File: config.mk
export PLATFORM = sky130hd
export DESIGN_NAME = instr_fetch_unit
export DESIGN_NICKNAME = d
export VERILOG_FILES = /design/src/rtl/instr_fetch_unit_pkg.sv /design/src/rtl/instr_fetch_unit_queue.sv /design/src/rtl/instr_fetch_unit.sv
export SDC_FILE = /design/constraint.sdc
export NUM_CORES = 1
export LEC_CHECK = 0
export CAP_MARGIN = 20
export CORE_ASPECT_RATIO = 0.6
export CORE_MARGIN = 2
export CORE_UTILIZATION = 50
export CTS_CLUSTER_DIAMETER = 200
export CTS_CLUSTER_SIZE = 20
export DETAILED_ROUTE_END_ITERATION = 6
export GPL_ROUTABILITY_DRIVEN = 0
export GPL_TIMING_DRIVEN = 0
export PLACE_DENSITY = 0.77
export SYNTH_ARGS = -nofsm -noshare
export SYNTH_HDL_FRONTEND = slang
export SYNTH_SLANG_ARGS = --single-unit
File: constraint.sdc
create_clock -name clk -period 3.55 [get_ports clk]
set_clock_uncertainty 0.2 [all_clocks]
set_input_delay 0.71 -clock clk [delete_from_list [all_inputs] [get_ports clk]]
set_output_delay 0.71 -clock clk [all_outputs]
set_load 0.05 [all_outputs]
File: src/rtl/instr_fetch_unit_pkg.sv
// Shared constants, FSM encoding and segment arithmetic for the instruction fetch unit.
package instr_fetch_unit_pkg;

  localparam int IFU_ADDR_W    = 20;
  localparam int IFU_DATA_W    = 8;
  localparam int IFU_QDEPTH    = 4;
  localparam int IFU_SEG_SHIFT = 4;

  typedef enum logic [1:0] {
    ST_IDLE    = 2'd0,
    ST_REQ     = 2'd1,
    ST_DISCARD = 2'd2
  } fetch_state_e;

  function automatic logic [IFU_ADDR_W-1:0] seg_base(input logic [15:0] cs);
    return {cs, {IFU_SEG_SHIFT{1'b0}}};
  endfunction

endpackage

File: src/rtl/instr_fetch_unit_queue.sv
// Prefetch byte FIFO: wrap-around pointers, occupancy count, synchronous clear.
module instr_fetch_unit_queue
  import instr_fetch_unit_pkg::*;
#(
  parameter int DEPTH = IFU_QDEPTH,
  parameter int WIDTH = IFU_DATA_W
) (
  input  logic             clk,
  input  logic             reset_n,
  input  logic             clear_i,
  input  logic             push_i,
  input  logic [WIDTH-1:0] data_i,
  input  logic             pop_i,
  output logic             valid_o,
  output logic [WIDTH-1:0] data_o,
  output logic             full_o
);

  localparam int PW = $clog2(DEPTH);
  localparam logic [PW:0] FULL_CNT = (PW+1)'(DEPTH);

  logic [WIDTH-1:0] mem_q [DEPTH];
  logic [PW-1:0]    wr_ptr_q, rd_ptr_q;
  logic [PW:0]      count_q;
  logic             do_push, do_pop;

  assign valid_o = (count_q != '0);
  assign full_o  = (count_q == FULL_CNT);
  assign data_o  = mem_q[rd_ptr_q];
  assign do_pop  = pop_i && valid_o;
  // At full a push is only legal when the head leaves in the same cycle.
  assign do_push = push_i && (!full_o || do_pop);

  always_ff @(posedge clk) begin
    if (do_push) begin
      mem_q[wr_ptr_q] <= data_i;
    end
  end

  always_ff @(posedge clk or negedge reset_n) begin
    if (!reset_n) begin
      wr_ptr_q <= '0;
      rd_ptr_q <= '0;
      count_q  <= '0;
    end else if (clear_i) begin
      wr_ptr_q <= '0;
      rd_ptr_q <= '0;
      count_q  <= '0;
    end else begin
      if (do_push) wr_ptr_q <= wr_ptr_q + 1'b1;
      if (do_pop)  rd_ptr_q <= rd_ptr_q + 1'b1;
      case ({do_push, do_pop})
        2'b10:   count_q <= count_q + 1'b1;
        2'b01:   count_q <= count_q - 1'b1;
        default: count_q <= count_q;
      endcase
    end
  end

endmodule

File: src/rtl/instr_fetch_unit.sv
// Fetch stage: forms CS:IP physical address, runs a req/ack byte read and
// feeds fetched bytes to the prefetch queue, pulsing ip_inc per accepted byte.
module instr_fetch_unit
  import instr_fetch_unit_pkg::*;
#(
  parameter int ADDR_W = IFU_ADDR_W,
  parameter int DATA_W = IFU_DATA_W,
  parameter int QDEPTH = IFU_QDEPTH
) (
  input  logic              clk,
  input  logic              reset_n,
  input  logic [15:0]       cs_in,
  input  logic [ADDR_W-1:0] ip_in,
  output logic              ip_inc,
  output logic              mem_req,
  output logic [ADDR_W-1:0] mem_addr,
  input  logic              mem_ack,
  input  logic [DATA_W-1:0] mem_rdata,
  input  logic              flush,
  output logic              q_valid,
  output logic [DATA_W-1:0] q_data,
  input  logic              q_pop,
  output logic              busy
);

  fetch_state_e      state_q;
  logic [ADDR_W-1:0] addr_q, addr_d;
  logic              ip_inc_q, mem_req_q;
  logic              q_full, q_push, can_start;

  // A pending ip_inc has not reached ip_in yet, so fold it into the next address.
  assign addr_d    = ADDR_W'(seg_base(cs_in)) + ip_in + ADDR_W'(ip_inc_q);
  assign q_push    = (state_q == ST_REQ) && mem_ack && !flush;
  assign can_start = !flush && (!q_full || (q_pop && q_valid));

  assign ip_inc   = ip_inc_q;
  assign mem_req  = mem_req_q;
  assign mem_addr = addr_q;
  assign busy     = (state_q != ST_IDLE);

  always_ff @(posedge clk or negedge reset_n) begin
    if (!reset_n) begin
      state_q   <= ST_IDLE;
      addr_q    <= '0;
      ip_inc_q  <= 1'b0;
      mem_req_q <= 1'b0;
    end else begin
      ip_inc_q <= 1'b0;
      unique case (state_q)
        ST_IDLE: begin
          if (can_start) begin
            state_q   <= ST_REQ;
            addr_q    <= addr_d;
            mem_req_q <= 1'b1;
          end
        end
        ST_REQ: begin
          if (mem_ack) begin
            state_q   <= ST_IDLE;
            mem_req_q <= 1'b0;
            ip_inc_q  <= !flush;
          end else if (flush) begin
            state_q <= ST_DISCARD;
          end
        end
        ST_DISCARD: begin
          if (mem_ack) begin
            state_q   <= ST_IDLE;
            mem_req_q <= 1'b0;
          end
        end
        default: begin
          state_q   <= ST_IDLE;
          mem_req_q <= 1'b0;
        end
      endcase
    end
  end

  instr_fetch_unit_queue #(
    .DEPTH (QDEPTH),
    .WIDTH (DATA_W)
  ) u_queue (
    .clk     (clk),
    .reset_n (reset_n),
    .clear_i (flush),
    .push_i  (q_push),
    .data_i  (mem_rdata),
    .pop_i   (q_pop),
    .valid_o (q_valid),
    .data_o  (q_data),
    .full_o  (q_full)
  );

endmodule
# Yosys cells after proc, flatten, opt, wreduce, memory -nomap -nowiden
# Memories as Yosys holds them, arrays and structs flattened.
# Index checks and enable logic that the tools add are counted.
dict set report totals {
  n_memories 1
  wordCells 59
  regBits 31
  output_inout_bits 32
  inputBits 49
  ram_bits 32
}
# name depth word_bits rd rd_ports_with_merged_regs wr line_no
set memory_table {}
lappend memory_table {u_queue.mem_q 4 8 1 0 1 instr_fetch_unit_queue.sv:22} ;# logic [WIDTH-1:0] mem_q [DEPTH];
dict set report op_classes {
  n_reduce_logical 18
  eq_ne 9
  muxes 18
  add_sub_neg 6
}
# operator count
set ops {}
lappend ops {{adder 20 x 1 -> 20 bit} 1}
lappend ops {{adder 20 bit} 1}
lappend ops {{two-way mux 2 bit} 8}
lappend ops {{two-way mux 1 bit} 6}
lappend ops {{one-hot mux 2 bit (3 select lines)} 1}
lappend ops {{one-hot mux 3 bit (2 select lines)} 1}
lappend ops {{nonzero test 2 bit} 3}
lappend ops {{nonzero test 3 bit} 2}
lappend ops {{logical AND 1 bit} 5}
lappend ops {{adder 2 x 1 -> 2 bit (second input constant)} 2}
lappend ops {{equality test 2 x 1 -> 1 bit (second input constant)} 2}
lappend ops {{equality test 2 bit (second input constant)} 2}
lappend ops {{!= test 2 bit (second input constant)} 2}
lappend ops {{AND reduction 2 bit} 2}
lappend ops {{adder 3 x 1 -> 3 bit (second input constant)} 1}
lappend ops {{equality test 3 bit (second input constant)} 1}
lappend ops {{two-way mux 3 bit} 1}
lappend ops {{!= test 3 bit (second input constant)} 1}
lappend ops {{AND reduction 3 bit} 1}
lappend ops {{subtractor 3 x 1 -> 3 bit (second input constant)} 1}
lappend ops {{zero test 1 bit} 2}
lappend ops {{zero test 2 bit} 1}
lappend ops {{!= test 2 x 1 -> 1 bit (second input constant)} 1}
lappend ops {{one-hot mux 1 bit (2 select lines)} 1}
lappend ops {{other kinds (2)} 2}

# Longest topological paths before layout
dict set report logic_depth {
  depth_word 7
  depth_mapped 10
  depth_no_buf 10
}

# Hierarchy
# Synthesis repeated with hierarchy kept, for this count alone.
dict set report unflattened {
  hier_cells 317
  area_unflattened_um2 3582.2
}
# mod seq_area_each_um2 cells_each area_per_inst_um2 instances
set modules_own_cells {}
lappend modules_own_cells {instr_fetch_unit 600.6 213 1850.5 1}
lappend modules_own_cells {instr_fetch_unit_queue 1136.1 104 1731.7 1}

# Worst setup path after synthesis
# No wires, ideal clock.
dict set report synth_timing {
  path_kind {reg2reg}
  start {register ip_inc_q (netlist: ip_inc)}
  end {register addr_q[18] (netlist: mem_addr[18])}
  setup_time_ps 69
  t_arrival_ps 2480
  slack_ps 802
  path_buffers 0
  stages_incl_launch_ff 9
  required_time_ps 3281
  period_less_slack_ps 2748
  cell_sequence {dfrtp_1 > ha_1 > ha_1 > nand4_2 > a2111oi_4 > nor3_2 > or4_4 > a211o_1 > nand3_1}
}
dict set report synth_via {
  elab_chain_cells 1
}
# item line_no
set synth_lines {}
lappend synth_lines {{start: declaration} instr_fetch_unit.sv:28} ;# logic ip_inc_q, mem_req_q;
lappend synth_lines {{start signal: assignment} instr_fetch_unit.sv:61} ;# ip_inc_q <= !flush;
lappend synth_lines {{adder 20 x 1 -> 20 bit} instr_fetch_unit.sv:32} ;# assign addr_d = ADDR_W'(seg_base(cs_in)) + ip_in + ADDR_W'(ip_inc_q);
lappend synth_lines {{end signal: assignment} instr_fetch_unit.sv:53} ;# addr_q <= addr_d;
lappend synth_lines {{end: declaration} instr_fetch_unit.sv:27} ;# logic [ADDR_W-1:0] addr_q, addr_d;
# No other way between the ends.
# A chain may end at the register's enable or synchronous reset.

# Worst setup path in the final report
dict set report layout_timing {
  start {register u_queue.rd_ptr_q[0]}
  end {output q_data[3]}
}
dict set report layout_via {
  elab_chain_cells 1
}
# item line_no
set layout_lines {}
lappend layout_lines {{start: declaration} instr_fetch_unit_queue.sv:23} ;# logic [PW-1:0] wr_ptr_q, rd_ptr_q;
lappend layout_lines {{start signal: assignment} instr_fetch_unit_queue.sv:51} ;# if (do_pop) rd_ptr_q <= rd_ptr_q + 1'b1;
lappend layout_lines {{memory (4 x 8 bit)} --}
lappend layout_lines {{end: declaration} instr_fetch_unit.sv:21} ;# output logic [DATA_W-1:0] q_data,
# No other way between the ends.

==> metrics.txt <==
starting density of the core=51.6%; MaxCap Viol Count=0; commonest non-fill, non-tap cells in the layout=78 x clkdlybuf4s50_1, 33 x nand2_1, 32 x edfxtp_1; Post-Place Setup Slack=0.110 ns; Die Wd=111 µm; CTS H-Tree Depth=3; Rows=23; post-synth net total=382; layout cells sized above 1=7.96%; Synth Warn #=0; placed cell area=4340 µm²; Mapped Cells=308; Critical path origin=u_queue.rd_ptr_q[0]$_DFFE_PN0P_; r2r worst-path depth=8; clock sinks=63; Peak supply drop=680 µV; Synth cell types=47; synthesized area per cell=11.2 µm²; status=finished clean; final worst slack=0.250 ns; Hold Crit Class=in -> async; postcts setup bufs=0; CTS tree=done; TNS Setup=0 ns; GRT Total Usage=22.5%; Final Cycle Share=93.0%; power density over the cells=800 nW/µm²; Root Buffer=clkbuf_16; Setup violations, final=0; Residual DRC=0; Nets=471; Leak=0.00184 µW; leading area contributor after synthesis=edfxtp_1; Finished Cell Area=4690 µm²; clock buffer depth=2; Area Growth Syn to Fin=36.0%; Seq/Total Area, Yosys=50.4%; Core ar.=6680 µm²; Yosys reg bits=63; Post-synth EDFFs=32; crit path launch type=flop; RSZ-0062 raised after global routing=false; vias in the first global route=2508; first-pass GRT wire length=12900 µm; top_reg_cell synth=edfxtp_1; Clock transition at path regs=0.06 ns; post-synth top area share=27.9%; Slew Limit Fails=0; crit end category=output port; critical path fanouts, max=10; Top Ports=81; f_max=303 MHz; measured slew at the worst slew-check pin=0.728 ns; commonest non-fill, non-tap cell in the layout=clkdlybuf4s50_1; total number of vias=2723; die area=7590 µm²; ant diodes=0; synth top area cells=edfxtp_1 28%, dfrtp_1 23%, ha_1 8.7%, mux4_2 5.2%, nand2_1 3.6%; CP required=2.64 ns; TritonCTS Buffers=9; # port buffers=79; Vias/cell=5.57; total gr overflow=0; worst flop-to-flop path startpoint=ip_inc$_DFF_PN0_; Synth async-reset ratio=49.2%; Slew headroom=51.5%; drt wl/cell=16.9 µm; Final Hold Fails=0; Arr. time, crit path=2.39 ns; Max stage delay on crit path=0.75 ns; Final ANT Viol Nets=0; Initial DRC Count=170; Slowest cell on crit path=dfrtp_1; largest net degree at the start of global routing=32; crit-path cells=mux4_2, clkdlybuf4s50_1; DIE HEIGHT=68.3 µm; total wire length=8270 µm; worst setup path class=reg -> out; initial antenna violation count=0; Synth Cell Area=3440 µm²; min cycle time layout=3.30 ns; Clk Latency, worst-skew pair=0.32 ns; TritonRoute pass-1 iters=5; DP HPWL=6220 µm
metrics by stage:
step                total power, µW  instances  hold slack, ns  utilization (%)
global placement               2700        474           0.265             65.1
detailed placement             2730        474           0.270             65.0
CTS                            3770        489           0.270             70.2
finish                         3750        489           0.246             70.2
global route                   3930        489           0.301             70.2
floorplan                      2160        308           0.214                -
repair_timing:
| action | CTS | global route |
|---|---|---|
| gates resized for setup | 0 | 0 |
| setup endpoints to repair | 1 | 0 |
| hold buffers | 0 | 0 |
worst max-delay path: cells and delay by family (launching register included):
family   cells  cell delay, ns
buf+inv      1            0.71
flops        1            0.75
mux          1            0.60
sequential cells by signal, summed over array words and instances, names as in the netlist:
signal            count
u_queue.mem_q        32
u_queue.rd_ptr_q      2
u_queue.wr_ptr_q      2
state_q               2
mem_addr             20
u_queue.count_q       3
ip_inc                1
mem_req               1
routing by layer:
| metal | vias to the layer above | routed length [µm] | GRT usage, % |
|---|---|---|---|
| li1 | 1313 | - | - |
| met1 | 1304 | 4070 | 33.1 |
| met2 | 100 | 3580 | 34.2 |
| met3 | 6 | 584 | 6.11 |
| met4 | 0 | 31 | 4.32 |
| met5 | - | 0 | 0 |
cells in the mapped netlist, types with 6 or more instances:
master / count
edfxtp_1: 32
mux4_2: 8
o21ai_0: 20
nor2_1: 17
a21oi_1: 18
nand4_1: 6
xor2_1: 6
nor3_1: 6
xnor2_1: 12
a21o_1: 6
nand2_1: 33
ha_1: 24
clkbuf_1: 10
inv_1: 13
dfrtp_1: 31
nand3_1: 9
logic make-up (layout without fill, tap and decap cells):
logic type,count (synthesis),in the layout,share of synthesized area [%]
AO/OA/AOI/OAI,70,70,13.1
XOR/XNOR,18,18,4.58
adder cells (fa/ha/maj),25,25,9.30
buffers and inverters,26,120,2.87
flip-flops,63,63,50.4
multiplexers,9,9,5.52
AND/OR/NAND/NOR,97,97,14.2
final cells by class:
| class | instances | area, µm² |
|---|---|---|
| Buffer | 12 | 46.3 |
| Clock buffer | 9 | 225 |
| Clock inverter | 7 | 125 |
| Fill cell | 519 | 1990 |
| Inverter | 13 | 48.8 |
| Multi-Input combinational cell | 219 | 1610 |
| Sequential cell | 63 | 1740 |
| Tap cell | 87 | 109 |
| Timing Repair Buffer | 79 | 786 |
final timing paths:
check	to	slack [ns]
worst max-delay path	q_data[3]	0.25
worst min-delay path	mem_addr[3]$_DFFE_PN0P_	0.25
worst max register to register	mem_addr[18]$_DFFE_PN0P_	0.91
worst min register to register	mem_addr[9]$_DFFE_PN0P_	0.28
max in group asynchronous	u_queue.count_q[2]$_DFFE_PN0P_	2.43
min in group clk	mem_addr[9]$_DFFE_PN0P_	0.28
report_power, final:
group | leakage, µW | switching [µW] | internal (µW)
registers | 0.000682 | 127 | 939
clock network | 0.000171 | 329 | 695
logic | 0.000991 | 1070 | 588
total | 0.00184 | 1530 | 2220
No activity file was read; power rests on OpenSTA's default activity.
